`src/rtl/pipeline_ctrl.sv`:
```
// Hazard/stall controller: E-stage forwarding, load-use stall, mispredict/redirect
// flushes, and a three-state data-cache miss refill sequencer with req/ack handshake.
module pipeline_ctrl #(
  parameter int unsigned CNT_W = 32
) (
  input  logic             clk,
  input  logic             rst_n,
  input  logic [4:0]       Rs1D,
  input  logic [4:0]       Rs2D,
  input  logic [4:0]       Rs1E,
  input  logic [4:0]       Rs2E,
  input  logic [4:0]       RdE,
  input  logic             RegWriteE,
  input  logic [1:0]       ResultSrcE,
  input  logic [4:0]       RdM,
  input  logic [4:0]       RdW,
  input  logic             RegWriteM,
  input  logic             RegWriteW,
  input  logic             MispredictE,
  input  logic             pc_predict_redirect_D,
  input  logic             MemAccessM,
  input  logic             CacheHitM,
  input  logic             mem_ack,
  output logic [1:0]       ForwardAE,
  output logic [1:0]       ForwardBE,
  output logic             StallF,
  output logic             StallD,
  output logic             StallE,
  output logic             StallM,
  output logic             FlushD,
  output logic             FlushE,
  output logic             FlushW,
  output logic             mem_req,
  output logic             miss_busy,
  output logic [CNT_W-1:0] miss_stall_cycles
);

  typedef enum logic [1:0] {
    IDLE   = 2'd0,
    REFILL = 2'd1,
    REPLAY = 2'd2
  } miss_state_t;

  miss_state_t      r_state;
  logic             r_mem_req;
  logic             r_miss_busy;
  logic [CNT_W-1:0] r_stall_cnt;

  logic w_miss_lookup;
  logic w_ms;
  logic w_lu;
  logic w_lu_eff;
  logic w_mispredict_eff;
  logic w_redirect_eff;

  // M-stage result takes priority over W since it is the younger write.
  function automatic logic [1:0] fwd_sel(
    input logic [4:0] rs,
    input logic [4:0] rd_m,
    input logic       we_m,
    input logic [4:0] rd_w,
    input logic       we_w
  );
    logic [1:0] sel;
    sel = 2'b00;
    if (we_m && (rd_m != 5'd0) && (rd_m == rs))
      sel = 2'b10;
    else if (we_w && (rd_w != 5'd0) && (rd_w == rs))
      sel = 2'b01;
    return sel;
  endfunction

  always_comb begin
    ForwardAE = fwd_sel(Rs1E, RdM, RegWriteM, RdW, RegWriteW);
    ForwardBE = fwd_sel(Rs2E, RdM, RegWriteM, RdW, RegWriteW);
  end

  always_comb begin
    w_miss_lookup = (r_state == IDLE) && MemAccessM && !CacheHitM;
    w_ms          = w_miss_lookup || (r_state != IDLE);
    w_lu          = (ResultSrcE == 2'b01) && RegWriteE && (RdE != 5'd0) &&
                    ((RdE == Rs1D) || (RdE == Rs2D));
  end

  // A miss stall freezes everything and masks the other hazards; they
  // re-evaluate on the first released cycle. A mispredict kills the F/D
  // instructions, so a coincident load-use stall is pointless.
  always_comb begin
    w_mispredict_eff = MispredictE && !w_ms;
    w_lu_eff         = w_lu && !MispredictE && !w_ms;
    w_redirect_eff   = pc_predict_redirect_D && !w_lu && !MispredictE && !w_ms;

    StallF = w_ms || w_lu_eff;
    StallD = w_ms || w_lu_eff;
    StallE = w_ms;
    StallM = w_ms;
    FlushD = w_mispredict_eff || w_redirect_eff;
    FlushE = w_mispredict_eff || (w_lu && !w_ms);
    FlushW = w_ms;
  end

  always_ff @(posedge clk or negedge rst_n) begin
    if (!rst_n) begin
      r_state     <= IDLE;
      r_mem_req   <= 1'b0;
      r_miss_busy <= 1'b0;
      r_stall_cnt <= '0;
    end else begin
      if (w_ms)
        r_stall_cnt <= r_stall_cnt + 1'b1;
      case (r_state)
        IDLE: begin
          if (w_miss_lookup) begin
            r_state     <= REFILL;
            r_mem_req   <= 1'b1;
            r_miss_busy <= 1'b1;
          end
        end
        REFILL: begin
          if (mem_ack) begin
            r_state   <= REPLAY;
            r_mem_req <= 1'b0;
          end
        end
        REPLAY: begin
          r_state     <= IDLE;
          r_mem_req   <= 1'b0;
          r_miss_busy <= 1'b0;
        end
        default: begin
          r_state     <= IDLE;
          r_mem_req   <= 1'b0;
          r_miss_busy <= 1'b0;
        end
      endcase
    end
  end

  assign mem_req           = r_mem_req;
  assign miss_busy         = r_miss_busy;
  assign miss_stall_cycles = r_stall_cnt;

endmodule

```
`config.mk`:
```
export PLATFORM = sky130hd
export DESIGN_NAME = pipeline_ctrl
export DESIGN_NICKNAME = d
export VERILOG_FILES = /design/src/rtl/pipeline_ctrl.sv
export SDC_FILE = /design/constraint.sdc
export NUM_CORES = 1
export LEC_CHECK = 0
export ABC_CLOCK_PERIOD_IN_PS = 2450
export CAP_MARGIN = 0
export CORE_UTILIZATION = 45
export DETAILED_ROUTE_END_ITERATION = 8
export PLACE_DENSITY = 0.94
export SETUP_SLACK_MARGIN = 0.15
export SYNTH_ARGS = -nofsm -noshare
export SYNTH_HDL_FRONTEND = slang
export SYNTH_SLANG_ARGS = --single-unit
```
`constraint.sdc`:
```
create_clock -name clk -period 2.45 [get_ports clk]
set_input_delay 0.245 -clock clk [delete_from_list [all_inputs] [get_ports clk]]
set_output_delay 0.245 -clock clk [all_outputs]
set_load 0.02 [all_outputs]
```
# [Word-level counts from Yosys, hierarchy flattened]
# Cells that the tools add are included.
[word_totals] ff_bits=36 inputBits=47 out_inout_bits=45 wordCells=61
[op_classes] n_addsub=1 eq_ne=10 mux=11 n_bitwise=1 reduce_logical=34
[op_table] cell="32-bit by 1-bit adder with 32-bit output, second input constant" n=1
[op_table] cell="5-bit equality test" n=6
[op_table] cell="1-bit logical AND" n=18
[op_table] cell="5-bit nonzero test" n=3
[op_table] cell="2-bit 2-to-1 mux" n=4
[op_table] cell="1-bit logical OR" n=5
[op_table] cell="2-bit by 1-bit equality test with 1-bit output, second input constant" n=2
[op_table] cell="1-bit logical NOT" n=4
[op_table] cell="1-bit 2-to-1 mux" n=4
[op_table] cell="2-bit inequality test, second input constant" n=2
[op_table] cell="1-bit one-hot mux with 2 select lines" n=2
[op_table] cell="2-bit one-hot mux with 2 select lines" n=1
[op_table] cell="2-bit AND reduction" n=2
[op_table] cell="2-bit logical NOT" n=1
[op_table] cell="2-bit nonzero test" n=1
[op_table] cell="1-bit NOT" n=1

# [Logic depth before layout (Yosys ltp)]
[depth] word_depth=9 depth_mapped=7 depth_no_buf=6

# [Worst setup path before layout]
# OpenSTA, ideal clock, no wires.
[synth_timing] path_kind="input port to output port" start="input port RdM[1]" end="output port ForwardAE[0]" arrival_ns=1.602 path_slack_ns=0.603 stages=4 path_cell_list="or4_1 > o21ai_1 > nor4_1 > nor4_2"
[synth_between] elab_chain_cells=4 elab_cells_between_ends=5 classes_between="eq/ne (1); mux (1); reduce/logical (3)"
[synth_lines] element="start, declared" line_no="15" text="input logic [4:0] RdM,"
[synth_lines] element="5-bit nonzero test" line_no="66" text="if (we_m && (rd_m != 5'd0) && (rd_m == rs))"
[synth_lines] element="1-bit logical AND" line_no="66"
[synth_lines] element="1-bit logical AND *" line_no="66"
[synth_lines] element="2-bit 2-to-1 mux *" line_no="66"
[synth_lines] element="end, declared" line_no="24" text="output logic [1:0] ForwardAE,"
# Every way passes the cells marked *; elsewhere a longest branch is shown, timed or not.

# [Worst setup path after layout]
[layout_timing] start="input port RdE[2]" end="output port StallF"
[layout_between] elab_chain_cells=6 elab_cells_between_ends=9 classes_between="eq/ne (2); reduce/logical (7)"
[layout_lines] element="start, declared" line_no="12" text="input logic [4:0] RdE,"
[layout_lines] element="5-bit equality test or 5-bit nonzero test (tied branches)" line_no="82, 81"
[layout_lines] element="1-bit logical OR or 1-bit logical AND (tied branches)" line_no="82, 81"
[layout_lines] element="1-bit logical AND *" line_no="81" text="w_lu = (ResultSrcE == 2'b01) && RegWriteE && (RdE != 5'd0) &&"
[layout_lines] element="1-bit logical AND * (2 in a row)" line_no="90" text="w_lu_eff = w_lu && !MispredictE && !w_ms;"
[layout_lines] element="1-bit logical OR *" line_no="93" text="StallF = w_ms || w_lu_eff;"
[layout_lines] element="end, declared" line_no="26" text="output logic StallF,"
# Marks and branches as above.

==> out/metrics.cfg <==
[status]
status = complete, no violations

[grt]
grt_pass1_wl_um = 8250
grt_max_degree = 37
grtUsageTotal = 0.217
grt_antenna_before_repair = 0
overflow = 0
grt_pass1_vias = 1822

[die]
ios = 92
die_w_um = 69.5
start_util = 0.470
die_h_um = 69.5
coreArea_mm2 = 0.00435
dieArea_mm2 = 0.00483
rows = 24

[setup_path]
startpoint = RdE[2]
reg2reg_slack_ns = 0.62
r2r-start = miss_stall_cycles[9]
regToRegEndpoint = miss_stall_cycles[26]
endpoint = StallF
reg2reg_depth = 5
critPathMaxFanout = 3
slowest_delay_ns = 0.43
startpoint_type = primary input
cp_slowest_cell = clkdlybuf4s50_1
cp_cell_sequence = clkdlybuf4s50_1, buf_4, xor2_1, nor3_1, a22oi_1, o31ai_1, dlygate4sd1_1
crit_type = primary input to primary output
critical_path_required_ns = 2.20
endpoint_kind = primary output
critPathArrivalTime_ns = 1.98

[detailed_routing]
detail_route.iter0.violations = 84
ant_nets = 0
routed_wl_um = 4910
drcViolationCount = 0
vias_per_cell = 5.21
first_pass_iters = 4
num_vias = 1818
wl_per_cell_um = 14.1

[placed_design]
pre_cts_slack_ns = -0.208
place_congestion = 0.921
io_buffers = 91
hpwl_um = 3900

[sta]
finalWorstSetupSlack_ns = 0.221
hold_viol = 0
finalCritPeriodShare = 0.910
min_period_ns = 2.23
fin_worst_skew_ns = 0.00780
setup_violations = 0
rsz0062_at_grt = false
worstMarginPinSlew_ns = 0.436
relSlewSlack = 0.709
fmax_mhz = 449
setup_tns_ns = 0
slew_viol_final = 0

[clock_network]
clk_pin_slew_worst_paths_ns = 0.07
cts-htree-levels = 2
clock_path_buffers = 2
cts_num_sinks = 36
cts_buffers = 5
clock_latency_ns = 0.29
tritoncts = built
cts_root_buf = clkbuf_8

[power]
leakagePower_uw = 0.00136
ir_drop_mv = 0.382
power.total_uw = 1750
power_density_mw_per_mm2 = 553

[logic_synthesis]
synth_top_area_cell = dfrtp_1
synth.avg_cell_area_um2 = 10.7
ys.flop_type = dfrtp_1
synth_most_common_cell = dfrtp_1
ys_seq_area_frac = 0.440
syn_nets = 239
yosys_register_bits = 36
yosysUniqueCellTypes = 35
synth_edf_count = 0
syn_inst = 191
yosysWarnings = 0
synth_top_area_frac = 0.440
ys_top_cells_by_count = dfrtp_1, xnor2_1, xor2_1
syn-cell-area_mm2 = 0.00205
netlist_top_cells_area = dfrtp_1, xnor2_1, xor2_1, nand3_1, nand2_1
async_flop_share = 1.00

[layout]
postLayoutCoreUtil = 0.728
multiInputGateArea_mm2 = 0.00111
drive_above_1_share = 0.138
area_delta_synth_final_pct = 54.7
seq_area_um2 = 901
finalNetCount = 344
fillers = 325
diodes = 0

[job]
cap_viol_max_count = 0

[min_path]
min_path_type = primary input to asynchronous set/reset pin

==> routing by layer <==
metal,vias up,global-route usage,share of wire
li1,874,-,-
met1,867,0.253,0.42
met2,69,0.381,0.51
met3,8,0.0480,0.051
met4,0,0.0907,0.016
met5,-,0,0
==> kinds of logic (layout without fill, tap and decap cells) <==
logic type,Yosys count,in the layout,synth area share
AOI/OAI and AO/OA,11,11,0.0348
xor gates and xnor gates,61,61,0.265
adders and majority gates,1,1,0.00611
buffers and inverters,10,116,0.0293
DFF,36,36,0.440
and+or+nand+nor,72,72,0.225
==> how the worst min path moves through the flow <==
stage / start / slack, ns / endpoint
after floorplan: rst_n / -0.05 / mem_req
after global placement: miss_stall_cycles[31] / 0.46 / miss_stall_cycles[31]
after detailed placement: miss_stall_cycles[31] / 0.48 / miss_stall_cycles[31]
after CTS: rst_n / 0.38 / miss_stall_cycles[19]
after global routing: rst_n / 0.40 / miss_stall_cycles[19]
final: rst_n / 0.37 / miss_stall_cycles[19]
==> power breakdown <==
| part | switching, uW | internal [uW] | total, uW |
|---|---|---|---|
| clock | 207 | 228 | 435 |
| combinational | 274 | 301 | 575 |
| sequential | 83.2 | 660 | 743 |
| total | 564 | 1190 | 1750 |
==> worst max-delay path, delay by kind of cell <==
kind	cells	cell delay (ns)
buf+inv	3	0.94
xor+xnor	1	0.15
simple gates	1	0.18
compound gates	2	0.46
==> cell type report <==
class,count,area share
clock buffers,7,0.0272
clock inverters,1,0.00237
inverters,4,0.00474
multi-input cells,145,0.349
flip-flops and latches,36,0.284
well taps,52,0.0205
repair buffers,104,0.311
==> what timing repair did <==
item	CTS	global route
setup endpoints to repair	8	6
buffers inserted	0	0
hold buffers	0	0
gates resized for setup	16	10
==> per-stage QoR <==
step	hold WS, ns	area (um^2)	instances
6_report	0.367	3170	349
3_3_place_gp	0.461	3080	341
4_1_cts	0.378	3180	349
5_1_grt	0.401	3170	349
2_1_floorplan	-0.0506	2050	191
3_5_place_dp	0.478	3080	341
==> layout by cell type (no fill, tap or decap), drive strengths merged <==
| cell | count |
|---|---|
| nand2 | 14 |
| ha | 1 |
| nand3 | 14 |
| a22oi | 1 |
| o311a | 1 |
| and4 | 7 |
| dlygate4sd2 | 3 |
| a21oi | 3 |
| nor4 | 4 |
| o21ai | 3 |
| clkbuf | 8 |
| clkdlybuf4s50 | 83 |
| dlygate4sd1 | 2 |
| buf | 15 |
| dfrtp | 36 |
| o31ai | 2 |
| xnor2 | 35 |
| inv | 4 |
| and3 | 8 |
| clkinvlp | 1 |
| and2 | 1 |
| o2111ai | 1 |
| or4 | 5 |
| nor3 | 3 |
| xor2 | 26 |
| nand4 | 7 |
| nor2 | 7 |
| nor2b | 2 |
==> flip-flops by register name (all words and copies together) (netlist names) <==
signal / flops
miss_busy: 1
miss_stall_cycles: 32
r_state: 2
mem_req: 1
(Power assumes the default switching activity.)
